File: src/rtl/axis_extremum_tracker.sv
// Multi-channel AXI-Stream sink: tracks signed min/max per channel over 2^log_count beats and
// derives a centre plus lower/upper thresholds scaled about it by 2^-shift.
module axis_extremum_tracker #(
   parameter int SAMPLE_WIDTH  = 16,
   parameter int CHANNEL_COUNT = 2,
   localparam int AXIS_TDATA_WIDTH = SAMPLE_WIDTH * CHANNEL_COUNT
) (
   input  logic                        aclk,
   input  logic                        areset,
   input  logic                        enable,
   input  logic [4:0]                  log_count,
   input  logic [2:0]                  shift,
   input  logic                        S_AXIS_tvalid,
   input  logic [AXIS_TDATA_WIDTH-1:0] S_AXIS_tdata,
   output logic                        S_AXIS_tready,
   output logic [AXIS_TDATA_WIDTH-1:0] lower_threshold,
   output logic [AXIS_TDATA_WIDTH-1:0] upper_threshold,
   output logic [AXIS_TDATA_WIDTH-1:0] center,
   output logic                        update
);

   localparam int W = SAMPLE_WIDTH;
   localparam int C = CHANNEL_COUNT;
   localparam logic signed [W-1:0] MAX_POS = {1'b0, {(W-1){1'b1}}};
   localparam logic signed [W-1:0] MAX_NEG = {1'b1, {(W-1){1'b0}}};

   localparam logic STATE_IDLE    = 1'b0;
   localparam logic STATE_MEASURE = 1'b1;

   logic               state;
   logic [31:0]        counter;
   logic [31:0]        window_last;
   logic [31:0]        window_last_next;
   logic               beat_accept;

   logic signed [W-1:0] sample   [C];
   logic signed [W-1:0] run_min  [C];
   logic signed [W-1:0] run_max  [C];
   logic signed [W-1:0] beat_min [C];
   logic signed [W-1:0] beat_max [C];
   logic signed [W-1:0] snap_min [C];
   logic signed [W-1:0] snap_max [C];
   logic [2:0]          snap_shift;
   logic                snap_valid;

   logic signed [W:0]   sum_ext   [C];
   logic signed [W:0]   s1_center [C];
   logic signed [W:0]   s1_min    [C];
   logic signed [W:0]   s1_max    [C];
   logic [2:0]          s1_shift;
   logic                s1_valid;
   logic signed [W:0]   diff_lo   [C];
   logic signed [W:0]   diff_hi   [C];
   logic signed [W:0]   new_lo    [C];
   logic signed [W:0]   new_hi    [C];
   logic                unused_msbs;

   assign S_AXIS_tready    = 1'b1;
   assign beat_accept      = S_AXIS_tvalid & enable & (state == STATE_MEASURE);
   assign window_last_next = (32'd1 << log_count) - 32'd1;

   always_comb begin
      for (int c = 0; c < C; c++) begin
         sample[c]   = S_AXIS_tdata[c*W +: W];
         beat_min[c] = (sample[c] < run_min[c]) ? sample[c] : run_min[c];
         beat_max[c] = (sample[c] > run_max[c]) ? sample[c] : run_max[c];
      end
   end

   // All threshold arithmetic runs one bit wider so extreme min/max pairs cannot wrap.
   always_comb begin
      unused_msbs = 1'b0;
      for (int c = 0; c < C; c++) begin
         sum_ext[c]  = {snap_max[c][W-1], snap_max[c]} + {snap_min[c][W-1], snap_min[c]};
         diff_lo[c]  = s1_min[c] - s1_center[c];
         diff_hi[c]  = s1_max[c] - s1_center[c];
         new_lo[c]   = s1_center[c] + (diff_lo[c] >>> s1_shift);
         new_hi[c]   = s1_center[c] + (diff_hi[c] >>> s1_shift);
         unused_msbs = unused_msbs ^ new_lo[c][W] ^ new_hi[c][W] ^ s1_center[c][W];
      end
   end

   always_ff @(posedge aclk or posedge areset) begin
      if (areset) begin
         state       <= STATE_IDLE;
         counter     <= '0;
         window_last <= '0;
         snap_valid  <= 1'b0;
         snap_shift  <= '0;
         for (int c = 0; c < C; c++) begin
            run_min[c]  <= MAX_POS;
            run_max[c]  <= MAX_NEG;
            snap_min[c] <= MAX_POS;
            snap_max[c] <= MAX_NEG;
         end
      end else begin
         snap_valid <= 1'b0;
         case (state)
            STATE_IDLE: begin
               counter     <= '0;
               window_last <= window_last_next;
               for (int c = 0; c < C; c++) begin
                  run_min[c] <= MAX_POS;
                  run_max[c] <= MAX_NEG;
               end
               if (enable) state <= STATE_MEASURE;
            end
            STATE_MEASURE: begin
               if (!enable) begin
                  state <= STATE_IDLE;
               end else if (beat_accept) begin
                  if (counter == window_last) begin
                     // Close the window and open the next one on the same edge.
                     snap_valid  <= 1'b1;
                     snap_shift  <= shift;
                     counter     <= '0;
                     window_last <= window_last_next;
                     for (int c = 0; c < C; c++) begin
                        snap_min[c] <= beat_min[c];
                        snap_max[c] <= beat_max[c];
                        run_min[c]  <= MAX_POS;
                        run_max[c]  <= MAX_NEG;
                     end
                  end else begin
                     counter <= counter + 32'd1;
                     for (int c = 0; c < C; c++) begin
                        run_min[c] <= beat_min[c];
                        run_max[c] <= beat_max[c];
                     end
                  end
               end
            end
            default: state <= STATE_IDLE;
         endcase
      end
   end

   always_ff @(posedge aclk or posedge areset) begin
      if (areset) begin
         s1_valid <= 1'b0;
         s1_shift <= '0;
         update   <= 1'b0;
         center   <= '0;
         for (int c = 0; c < C; c++) begin
            s1_center[c] <= '0;
            s1_min[c]    <= '0;
            s1_max[c]    <= '0;
            lower_threshold[c*W +: W] <= MAX_POS;
            upper_threshold[c*W +: W] <= MAX_NEG;
         end
      end else begin
         s1_valid <= snap_valid;
         update   <= s1_valid;
         if (snap_valid) begin
            s1_shift <= snap_shift;
            for (int c = 0; c < C; c++) begin
               s1_center[c] <= sum_ext[c] >>> 1;
               s1_min[c]    <= {snap_min[c][W-1], snap_min[c]};
               s1_max[c]    <= {snap_max[c][W-1], snap_max[c]};
            end
         end
         if (s1_valid) begin
            for (int c = 0; c < C; c++) begin
               lower_threshold[c*W +: W] <= new_lo[c][W-1:0];
               upper_threshold[c*W +: W] <= new_hi[c][W-1:0];
               center[c*W +: W]          <= s1_center[c][W-1:0];
            end
         end
      end
   end

endmodule

File: config.mk
export PLATFORM = sky130hd
export DESIGN_NAME = axis_extremum_tracker
export DESIGN_NICKNAME = d
export VERILOG_FILES = /design/src/rtl/axis_extremum_tracker.sv
export SDC_FILE = /design/constraint.sdc
export NUM_CORES = 1
export LEC_CHECK = 0
export BUFFER_PORTS_ARGS = -buffer_cell sky130_fd_sc_hd__buf_2
export CORE_UTILIZATION = 65
export CTS_BUF_LIST = sky130_fd_sc_hd__clkbuf_4
export DETAILED_ROUTE_END_ITERATION = 10
export PLACE_DENSITY = 0.84
export SETUP_SLACK_MARGIN = 0.1
export SYNTH_ARGS = -nofsm -noshare
export SYNTH_HDL_FRONTEND = slang
export SYNTH_SLANG_ARGS = --single-unit
File: constraint.sdc
create_clock -name aclk -period 35 [get_ports aclk]
set_input_delay 1.75 -clock aclk [delete_from_list [all_inputs] [get_ports aclk]]
set_output_delay 1.75 -clock aclk [all_outputs]
set_load 0.005 [all_outputs]
==> flow_metrics.py <==
metrics = {
    "timing": {
        "finalSetupViolations": 0,
        "hold_viol_final": 0,
        "holdWs_ns": 0.465,
        "min_period_ns": 5.61,
        "finClkSkew_ns": 0.0849,
        "maxSlewViolCount": 0,
        "maxSlewHeadroom_pct": 21.2,
        "fmax_mhz": 178,
        "worst_slew_pin_slew_ns": 1.17,
        "fin_tns_setup_ns": 0,
        "fin_crit_sh_pct": 16.0,
        "rsz0062_at_grt": "no",
    },
    "detailed_routing": {
        "drt_wl_total_microns": 66300,
        "firstDrtPassIters": 5,
        "wl_met2_microns": 30400,
        "via_count": 22700,
        "topRoutingLayerUsed": "met5",
        "postRouteAntennaNets": 0,
        "met3_length_microns": 4200,
        "met1_length_microns": 29900,
        "drt_iter0_drc": 1972,
        "wl_per_cell_microns": 18.2,
        "drc": 0,
        "avgViaCountPerCell": 6.24,
    },
    "clock_tree": {
        "post_cts_buffers": 0,
        "cts-root-buf": "clkbuf_4",
        "h-tree-depth": 3,
        "cts_hold_buf": 0,
        "cts_tree": "done",
        "post_cts_resized": 0,
        "cts_sinks": 394,
        "cts_buffers": 101,
        "cts.path.max_buffers": 3,
        "clkTransAtPathRegs_ns": 0.07,
        "insertion_delay_ns": 0.91,
    },
    "grt": {
        "overflow": 0,
        "grt_pass1_vias": 22300,
        "grt_pass1_wl_microns": 110000,
        "antenna_found_initial": 9,
        "track_usage_pct": 30.8,
        "grt_max_degree": 103,
    },
    "synthesis": {
        "synth_edf_count": 0,
        "synthCells": 2870,
        "yosysMostFrequentCell": "dfrtp_1",
        "ys_ff_latch": 394,
        "async_reset_ff_share_pct": 100,
        "synth_area_leader_cell": "dfrtp_1",
        "syn-num-nets": 3154,
        "synthMuxAreaShare_pct": 12.3,
        "synthSimpleGateAreaFrac_pct": 12.6,
        "ys_top_cells_by_count": "298 x dfrtp_1, 241 x nor2_1, 230 x ha_1",
        "synth_compound_area_share_pct": 18.5,
        "synth.distinct_cells": 96,
        "synth-main-ff-cell": "dfrtp_1",
        "synth_top_area_share_pct": 27.0,
        "syn_area_per_cell_sq_um": 9.61,
        "ys_seq_area_share_pct": 36.2,
        "synth_top_family_by_area": "compound AO/OA/AOI/OAI gates",
        "synthTopCellsByArea": "dfrtp_1 27%, ha_1 10%, dfstp_2 9.1%, mux2_2 6.9%, mux2i_1 3.6%",
        "yosys.area_share.xor_xnor_pct": 4.86,
        "yosys.area_share.adder_pct": 11.2,
        "syn_area_sq_um": 27600,
        "ys_warn_count": 0,
    },
    "run": {
        "maxCapViolations": 0,
    },
    "power_and_ir_drop": {
        "pwr-share-seq_pct": 49.3,
        "p_clk_share_pct": 43.1,
        "intPower_uw": 704,
        "switchingPower_uw": 251,
        "switching_share_pct": 26.3,
        "powerDensity_nw_per_um2": 31.8,
        "combPwrFrac_pct": 7.5,
        "peakVddDrop_mv": 0.0290,
        "p_leak_nw": 14.5,
    },
    "setup_path": {
        "worst-setup-path-type": "reg2reg",
        "crit_fanout": 6,
        "arrival_ns": 6.45,
        "worstSetupEndpointType": "register",
        "start_kind": "register",
        "crit_required_ns": 35.84,
    },
    "worst_hold_path": {
        "hold_path_class": "reg2reg",
    },
    "floorplan": {
        "ioPinCount": 142,
        "initial_core_util_pct": 65.9,
        "dieArea_sq_um": 43200,
        "num_rows": 75,
        "dieHeight_microns": 208,
        "die_x_microns": 208,
        "core_sq_um": 41900,
    },
    "placement": {
        "post-place-cells": 3439,
        "gp_congestion": 0.905,
        "io_buffer_count": 140,
        "dp_hpwl_microns": 49500,
    },
    "layout": {
        "drive_gt1_share_pct": 21.5,
        "nets": 3287,
        "area_delta_synth_final_pct": 8.76,
        "layout.cells.non_filler": 3638,
        "fin_util_pct": 71.6,
    },
    "status": {
        "status": "finished, final reports clean",
    },
}
==> state kept, by name, summed over array words and instances, names as in the netlist <==
name and cells:
s1_valid 1, state 1, update 1, snap_shift 3, center 32, s1_min 32, snap_valid 1, counter 32
snap_max 32, s1_max 32, s1_center 32, s1_shift 3, lower_threshold 32, upper_threshold 32, snap_min 32, run_min 32
run_max 32, window_last 32
==> worst paths after layout <==
path,from,to,slack [ns],cells after the start
worst max-delay path,s1_center[1]$_DFFE_PP0P_,upper_threshold[31]$_DFFE_PP1P_,29.39,21
worst min-delay path,snap_shift[2]$_DFFE_PP0P_,s1_shift[2]$_DFFE_PP0P_,0.46,2
worst max register to register,s1_center[1]$_DFFE_PP0P_,upper_threshold[31]$_DFFE_PP1P_,29.39,21
worst min register to register,snap_shift[2]$_DFFE_PP0P_,s1_shift[2]$_DFFE_PP0P_,0.46,2
max in group asynchronous,areset,snap_valid$_DFF_PP0_,32.32,3
min in group asynchronous,areset,upper_threshold[7]$_DFFE_PP0P_,1.01,2
==> cell type report <==
type,count,area [sq um]
Multi-Input combinational cell,2165,16400
Fill cell,3047,11900
Sequential cell,394,9990
Clock buffer,157,1180
Timing Repair Buffer,161,858
Inverter,180,683
Tap cell,539,674
Clock inverter,34,175
Antenna cell,8,20.0
==> cell usage in the layout, fill, tap and decap left out, types with 9 or more instances in the layout <==
cell         n
a21oi_1    195
a21boi_0    11
inv_1      177
o31ai_1     16
and3_1      15
nor2b_1     32
o21ai_0    138
or3_1       23
buf_4       21
xnor2_1    104
buf_2      140
a31oi_1     17
nor2_1     240
ha_1       230
o311ai_0    21
a211oi_1    25
fa_1        10
o211ai_1    41
mux4_2      21
o22a_1      31
dfrtp_1    295
nand3_1     71
and2_1      10
nor3_1      52
mux2i_1    100
nand4_1     35
nand3b_1    15
xor2_1      49
a22o_1      31
a21oi_2     11
mux2_2     168
o21a_1      41
dfstp_2     96
clkinv_1    25
nand2_1    170
clkbuf_4   157
a21o_1      56
o21bai_1    11
nand2b_1    18
o2111ai_1    9
==> critical path, stage by stage (launching register included) <==
cell,delay (ns)
dfrtp_1,0.49
inv_1,0.21
ha_1,0.33
nor2b_1,0.14
o31ai_1,0.48
a211oi_2,0.20
nor3_2,0.24
a21oi_1,0.13
xnor2_1,0.31
mux2i_1,0.16
mux4_2,0.47
inv_1,0.07
ha_1,0.26
and3_1,0.20
a221oi_1,0.43
a211oi_1,0.21
nand3b_1,0.25
a31o_2,0.26
a21oi_1,0.22
xnor2_1,0.18
xnor2_1,0.11
mux2_2,0.28
==> cell families after synthesis <==
family | after synthesis
adders and majority gates | 240
xor gates and xnor gates | 153
buffers and inverters | 311
other | 1
and+or+nand+nor | 729
DFF | 394
muxes | 291
AOI/OAI and AO/OA | 751
==> metrics by stage <==
stage / power (mW) / worst slack [ns] / cell area [sq um]
3_5_place_dp: 0.550 / 29.43 / 28600
3_3_place_gp: 0.547 / 29.71 / 28600
2_1_floorplan: 0.529 / 22.45 / 27600
6_report: 0.954 / 29.39 / 30000
4_1_cts: 0.964 / 29.46 / 30000
5_1_grt: 0.997 / 28.90 / 30000
==> per-layer routing <==
layer,global-route usage [%],up-vias
met5,0,-
met4,11.1,10
met1,43.1,11000
li1,-,10800
met3,4.98,139
met2,48.5,783
==> power groups by stage <==
stage	registers, mW	clock network [mW]	logic, mW
6_report	0.471	0.412	0.0717
4_1_cts	0.471	0.421	0.0718
5_1_grt	0.471	0.446	0.0800
3_3_place_gp	0.478	0	0.0686
3_5_place_dp	0.479	0	0.0711
2_1_floorplan	0.477	0	0.0522
Power figures use the tool's default switching activity.
